$ cat src/rtl/stopwatch_ctrl.sv
// Stopwatch control: key sync/edge detect, run/pause/lap FSM,
// tick prescaler and display mux for a 3-digit BCD counter.
module stopwatch_ctrl #(
  parameter int TICK_DIV = 1000000,
  parameter bit WRAP_EN  = 1'b0
) (
  input  logic       clock,
  input  logic       reset,
  input  logic       key_start_n,
  input  logic       key_lap_n,
  input  logic       key_clear_n,
  input  logic [3:0] bcd0,
  input  logic [3:0] bcd1,
  input  logic [3:0] bcd2,
  output logic       count_en,
  output logic       count_clr,
  output logic [3:0] disp0,
  output logic [3:0] disp1,
  output logic [3:0] disp2,
  output logic [2:0] state
);

  localparam int CW = (TICK_DIV > 1) ? $clog2(TICK_DIV) : 1;
  localparam logic [CW-1:0] LAST = CW'(TICK_DIV - 1);

  typedef enum logic [2:0] {
    IDLE  = 3'd0,
    RUN   = 3'd1,
    PAUSE = 3'd2,
    LAP   = 3'd3,
    DONE  = 3'd4
  } state_e;

  // key vectors: [0]=start, [1]=lap, [2]=clear
  logic [2:0] sync1_q, sync1_d;
  logic [2:0] sync2_q, sync2_d;
  logic [2:0] prev_q, prev_d;
  logic [2:0] press;

  state_e         state_q, state_d;
  logic [CW-1:0]  pre_q, pre_d;
  logic [11:0]    lap_q, lap_d;
  logic           clr_q, clr_d;

  logic [11:0] bcd_all;
  logic        clr_p, start_p, lap_p;
  logic        running, at_last, hold999, tick;

  assign bcd_all = {bcd2, bcd1, bcd0};
  assign press   = ~sync2_q & prev_q;
  assign clr_p   = press[2];
  assign start_p = press[0] & ~press[2];
  assign lap_p   = press[1] & ~press[0] & ~press[2];

  assign running = (state_q == RUN) || (state_q == LAP);
  assign at_last = (pre_q == LAST);
  assign hold999 = !WRAP_EN && (bcd_all == 12'h999);
  assign tick    = running && at_last;

  assign count_en  = tick && !hold999 && !reset;
  assign count_clr = clr_q;
  assign state     = state_q;
  assign {disp2, disp1, disp0} = (state_q == LAP) ? lap_q : bcd_all;

  always_comb begin
    sync1_d = {key_clear_n, key_lap_n, key_start_n};
    sync2_d = sync1_q;
    prev_d  = sync2_q;
    state_d = state_q;
    lap_d   = lap_q;
    clr_d   = 1'b0;
    case (state_q)
      RUN, LAP: pre_d = at_last ? '0 : pre_q + 1'b1;
      PAUSE:    pre_d = pre_q;
      default:  pre_d = '0;
    endcase
    if (tick && hold999) state_d = DONE;
    // a press in the same cycle overrides the move to DONE
    unique case (1'b1)
      clr_p: begin
        state_d = IDLE;
        pre_d   = '0;
        clr_d   = 1'b1;
      end
      start_p: begin
        case (state_q)
          IDLE, PAUSE: state_d = RUN;
          RUN, LAP:    state_d = PAUSE;
          default:     ;
        endcase
      end
      lap_p: begin
        case (state_q)
          RUN: begin
            state_d = LAP;
            lap_d   = bcd_all;
          end
          LAP:     state_d = RUN;
          default: ;
        endcase
      end
      default: ;
    endcase
  end

  always_ff @(posedge clock or posedge reset) begin
    if (reset) begin
      sync1_q <= 3'b111;
      sync2_q <= 3'b111;
      prev_q  <= 3'b111;
      state_q <= IDLE;
      pre_q   <= '0;
      lap_q   <= '0;
      clr_q   <= 1'b0;
    end else begin
      sync1_q <= sync1_d;
      sync2_q <= sync2_d;
      prev_q  <= prev_d;
      state_q <= state_d;
      pre_q   <= pre_d;
      lap_q   <= lap_d;
      clr_q   <= clr_d;
    end
  end

endmodule

$ cat config.mk
export PLATFORM = sky130hd
export DESIGN_NAME = stopwatch_ctrl
export DESIGN_NICKNAME = d
export VERILOG_FILES = /design/src/rtl/stopwatch_ctrl.sv
export SDC_FILE = /design/constraint.sdc
export NUM_CORES = 1
export LEC_CHECK = 0
export BUFFER_PORTS_ARGS = -buffer_cell sky130_fd_sc_hd__buf_4
export CAP_MARGIN = 0
export CORE_MARGIN = 4
export CORE_UTILIZATION = 41
export CTS_BUF_LIST = sky130_fd_sc_hd__clkbuf_16
export DETAILED_ROUTE_END_ITERATION = 7
export GPL_ROUTABILITY_DRIVEN = 1
export PLACE_DENSITY = 0.58
export SLEW_MARGIN = 0
export SYNTH_ARGS = -nofsm -noshare
export SYNTH_HDL_FRONTEND = slang
export SYNTH_SLANG_ARGS = --single-unit
$ cat constraint.sdc
create_clock -name clock -period 2.9 [get_ports clock]
set_input_delay 0.29 -clock clock [delete_from_list [all_inputs] [get_ports clock]]
set_output_delay 0.29 -clock clock [all_outputs]
set_load 0.05 [all_outputs]
==> results.cfg, run 1 <==
[critical_path]
path_max_fanout = 8
slowest_delay_ns = 0.37
crit_arrival_ns = 2.10
critPathKind = reg -> out
slowest_stage = dfrtp_1
worstPathRequired_ns = 2.61
path_cells = ha_1 -> nand3_1 -> nor2_1 -> nand3_2 -> nor4_2 -> buf_4
critPathLaunchType = flop
worst_setup_path_end_kind = output port

[layout]
diodes = 0
mostFrequentLayoutCells = 36 x dfrtp_1, 34 x buf_4, 24 x mux2_2
layout_commonest_cell = dfrtp_1
area_delta_synth_final_pct = 20.9
fillerInstances = 498
nNetsFinal = 255
drive_gt1_share_pct = 36.6

[logic_synthesis]
yosysUniqueCellTypes = 43
synth_area_mm2 = 0.00224
synth_fp_nets = 219
avgSynthCellArea_um2 = 11.1
seq_area_frac_synth_pct = 50.9
yosys_warnings = 0
synth-seq-cells = 45
synthCells = 201

[global_routing]
grt_pass1_vias = 1612
antenna_found_initial = 0
grt_max_degree = 24
gr-total-overflow = 0
grt_pass1_wl_mm = 7.73
gr-usage-all-layers_pct = 15.2

[power_and_ir_drop]
leakage_nw = 1.17
ir_drop_uv = 343
power.density_mw_per_mm2 = 655

[placed_design]
dp_hpwl_mm = 3.25
gp_congestion = 0.776
dp_slack_ns = 0.803
numPortBuffers = 33

[die]
die_area_mm2 = 0.00670
initial_core_util_pct = 43.0
rows = 26
coreArea_mm2 = 0.00520
die_w_um = 81.8
io_pins = 34
die_h_um = 81.8

[clocking]
ctsHoldBuffers = 0
cts_setup_buffers = 0
cts_resized = 0
cts_tree = done
numCtsBuffers = 5
clock_latency_ns = 0.29
clk_pin_slew_ns = 0.07
h-tree-depth = 2
cts.sinks = 45
root_buffer = clkbuf_16
cts.path.max_buffers = 2

[detailed_routing]
routed_wl_mm = 4.50
viasPerCell = 5.26
maxUsedRoutingLayer = met4
ant_nets = 0
wl_met1_mm = 2.25
dr.pass1.iters = 4
route.met3.wl_um = 159
met2WireLength_mm = 2.02
drc_errors = 0
drt-initial-drc-count = 92
via_count = 1621
wire_per_inst_um = 14.6

[timing]
setup_viol = 0
fmax_mhz = 418
setup_ws_ns = 0.507
finalHoldViolations = 0
fin_hold_ws_ns = 0.0852
tightestPinTransition_ns = 0.867
finalSetupTns_ns = 0
period_share_pct = 82.5
finClkSkew_ns = 0.00710
maxSlewHeadroom_pct = 41.9
period_minus_slack_ns = 2.39
rsz0062_at_grt = false
maxSlewViolCount = 0

[min_path]
hold_path.class = in -> async

[status]
outcome = finished, final reports clean

[run]
maxCapViolations = 0
per-stage QoR:
stage	total power, mW	std cells	utilization [%]	instance area (um2)
after floorplan	1.09	201	-	2240
after global placement	1.19	300	49.0	2550
after detailed placement	1.19	300	49.0	2550
after global routing	1.87	308	51.9	2700
final	1.77	308	51.9	2700
after CTS	1.79	308	51.9	2700
Yosys cell counts:
library cell / number / area, um2
o22ai_1: 1 / 6.26
and2_1: 2 / 12.5
nand3_1: 9 / 45.0
nor4_1: 4 / 25.0
nand2_1: 16 / 60.1
dfrtp_1: 36 / 901
a21oi_1: 6 / 30.0
nand4_1: 8 / 50.1
a41oi_1: 1 / 8.76
o31ai_1: 1 / 7.51
buf_2: 2 / 10.0
nor2_4: 1 / 11.3
o21ai_0: 9 / 45.0
and3_1: 6 / 37.5
nand2_4: 1 / 11.3
nand4b_1: 1 / 8.76
nor2_2: 1 / 6.26
and4bb_2: 1 / 12.5
buf_6: 2 / 22.5
nor2b_1: 1 / 6.26
clkbuf_1: 1 / 3.75
nor4bb_1: 3 / 30.0
nor4_4: 1 / 21.3
nand3_4: 1 / 17.5
a31o_2: 1 / 8.76
nor2_1: 19 / 71.3
a21oi_4: 1 / 16.3
a31oi_1: 1 / 6.26
inv_1: 3 / 11.3
nor3_1: 4 / 20.0
and4_1: 1 / 8.76
nand2b_2: 2 / 17.5
nand3_2: 1 / 10.0
or3_1: 1 / 6.26
ha_1: 1 / 12.5
nor3b_1: 1 / 7.51
a32o_1: 1 / 10.0
o311ai_1: 1 / 8.76
mux2_2: 24 / 270
xor2_1: 6 / 52.6
xnor2_1: 6 / 52.6
nand2b_1: 3 / 18.8
dfstp_2: 9 / 236
flip-flops by register name, indices dropped and copies added (netlist names):
signal,cells
count_clr,1
lap_q,12
pre_q,20
prev_d,3
prev_q,3
state,3
sync1_q,3
cells by family (layout without fill, tap and decap cells):
group	count (synthesis)	in the layout	share of synthesized area (%)
adders and majority gates	1	1	0.560
and+or+nand+nor	88	88	23.1
xor gates and xnor gates	12	12	4.70
muxes	24	24	12.1
buffers and inverters	8	45	2.13
DFF	45	45	50.9
AOI/OAI and AO/OA	23	23	6.60
path summary, 6_finish.rpt:
kind                            startpoint  slack, ns    endpoint  depth (start not counted)
worst min register to register  sync1_q[0]       0.36   prev_d[0]                          0
min in group clock               key_lap_n       0.10  sync1_q[1]                          1
worst max-delay path              pre_q[0]       0.51    count_en                          6
max in group asynchronous            reset       2.02   prev_q[1]                          3
worst max register to register    pre_q[0]       1.02   pre_q[15]                          6
worst min-delay path                 reset       0.09    lap_q[8]                          2
where the power goes:
group          internal (mW)  leakage [nW]  switching, mW
registers              0.737         0.566         0.0590
clock network          0.332        0.0767          0.264
logic                  0.159         0.531          0.221
layer usage:
| layer | track usage [%] | up-vias |
|---|---|---|
| met5 | 0 | - |
| met4 | 5.48 | 0 |
| met3 | 3.84 | 6 |
| met2 | 21.9 | 30 |
| met1 | 21.8 | 787 |
| li1 | - | 798 |
area by class of cell:
class,instances,area [um2],area share [%]
clock inverter,3,28.8,1.06
inverter,3,11.3,0.417
tap,70,87.6,3.24
sequential,45,1140,42.1
timing repair buffer,34,255,9.44
multi-input combinational,148,1060,39.1
clock buffer,5,125,4.63
worst max-delay path, delay by kind of cell (launching register included):
kind / cells / cell delay [ns]
flops: 1 / 0.37
buf+inv: 1 / 0.24
simple gates: 4 / 0.88
fa+ha+maj: 1 / 0.32
(Power assumes the default switching activity.)
==> run 2: changes to the inputs <==
- PLACE_DENSITY: 0.58 -> 0.6
- clock period: 2.9 -> 2 ns (I/O delays scaled with it)
==> results.cfg, run 2 (synthesized netlist as in run 1, its figures left out) <==
[status]
outcome = finished, final reports clean

[timing]
maxSlewHeadroom_pct = 50.3
period_share_pct = 97.4
maxSlewViolCount = 0
setup_viol = 0
finClkSkew_ns = 0.0101
rsz0062_at_grt = true
period_minus_slack_ns = 1.95
fmax_mhz = 513
finalHoldViolations = 0
fin_hold_ws_ns = 0.0252
tightestPinTransition_ns = 0.741

[detailed_routing]
drt-initial-drc-count = 87
via_count = 1638
routed_wl_mm = 4.38
viasPerCell = 5.17
ant_nets = 0
dr.pass1.iters = 4
drc_errors = 0
wire_per_inst_um = 13.8

[critical_path]
critPathKind = reg -> out
worstPathRequired_ns = 1.80
r2r-end = pre_q[12]
path_max_fanout = 5
crit_end = count_en
worst_setup_path_end_kind = output port
r2r_start = pre_q[15]
critPathLaunch = pre_q[15]
crit_arrival_ns = 1.75
regToRegSetupSlack_ns = 0.28
reg2reg_depth = 6
critPathLaunchType = flop

[power_and_ir_drop]
power_mw = 2.51
ir_drop_uv = 573
power.density_mw_per_mm2 = 891
leakage_nw = 1.23

[clocking]
root_buffer = clkbuf_16
clock_latency_ns = 0.28
cts.sinks = 45
cts_tree = done
numCtsBuffers = 5
cts.path.max_buffers = 2
clk_pin_slew_ns = 0.06
h-tree-depth = 2

[global_routing]
gr-total-overflow = 0
grt_pass1_vias = 1644
gr-usage-all-layers_pct = 15.0
grt_max_degree = 26
antenna_found_initial = 0
grt_pass1_wl_mm = 7.71

[die]
io_pins = 34
initial_core_util_pct = 43.0
rows = 26
die_w_um = 81.8
coreArea_mm2 = 0.00520
die_area_mm2 = 0.00670
die_h_um = 81.8

[layout]
layout_commonest_cell = buf_4
diodes = 0
multi_input_area_mm2 = 0.00109
top_register = pre_q
seqCellArea_mm2 = 0.00114
area_delta_synth_final_pct = 25.9
largest_register_ffs = 20
top_regs = pre_q x20, lap_q x12
fillerInstances = 468
nNetsFinal = 264
drive_gt1_share_pct = 38.9
mostFrequentLayoutCells = 39 x buf_4, 35 x dfrtp_1, 24 x mux2_2

[run]
maxCapViolations = 0

[placed_design]
numPortBuffers = 33
gp_congestion = 0.840
dp_hpwl_mm = 3.21

[min_path]
hold_path.class = in -> reg
==> run 2: cell type report <==
class,count,area share [%]
Sequential cell,45,40.4
Timing Repair Buffer,43,12.3
Clock inverter,3,0.578
Inverter,3,0.400
Tap cell,70,3.11
Multi-Input combinational cell,148,38.8
Clock buffer,5,4.44
==> run 2: how the worst min path moves through the flow <==
stage                startpoint    endpoint  slack [ns]  cells past startpoint
floorplan           key_start_n  sync1_q[0]        0.20                      0
global placement          reset    state[0]        0.30                      2
detailed placement        reset    state[0]        0.30                      2
CTS                 key_clear_n  sync1_q[2]        0.02                      1
global route          key_lap_n  sync1_q[1]        0.01                      1
finish              key_clear_n  sync1_q[2]        0.03                      1
==> run 2: timing repair <==
item,in CTS,in global routing
endpoints found under the hold margin,8,0
buffers inserted,1,0
gates resized for setup,2,5
endpoints found under the setup margin,1,13
pin swaps,0,1
hold buffers,1,0
==> run 2: report_power, final <==
| part | total, mW | switching (mW) | internal, mW |
|---|---|---|---|
| clock network | 0.783 | 0.327 | 0.456 |
| registers | 1.15 | 0.0827 | 1.07 |
| logic | 0.574 | 0.326 | 0.248 |
| total | 2.51 | 0.736 | 1.77 |
==> run 2: critical path, cell delays in order, from the launching register on <==
cell and delay, ns:
dfrtp_1 0.40, nand4b_1 0.24, nor4_4 0.22, nand3_4 0.15
nor4_4 0.25, buf_6 0.20
==> run 2: per-layer routing <==
layer	up-vias	share of wire [%]	track usage, %
met5	-	0	0
met4	0	0.78	5.32
met3	4	5.3	4.50
met2	41	46	22.0
met1	779	48	20.8
li1	814	-	-
==> run 2: through the flow <==
| step | TNS (ns) | area [um2] | std cells | worst slack, ns | util (%) |
|---|---|---|---|---|---|
| final | 0 | 2820 | 317 | 0.0520 | 54.1 |
| after global routing | -0.0399 | 2820 | 317 | -0.0399 | 54.1 |
| after CTS | 0 | 2790 | 317 | 0.0239 | 53.6 |
| after detailed placement | 0 | 2620 | 307 | 0.176 | 50.4 |
| after global placement | 0 | 2620 | 307 | 0.195 | 50.4 |
| after floorplan | 0 | 2250 | 201 | 0.0251 | - |
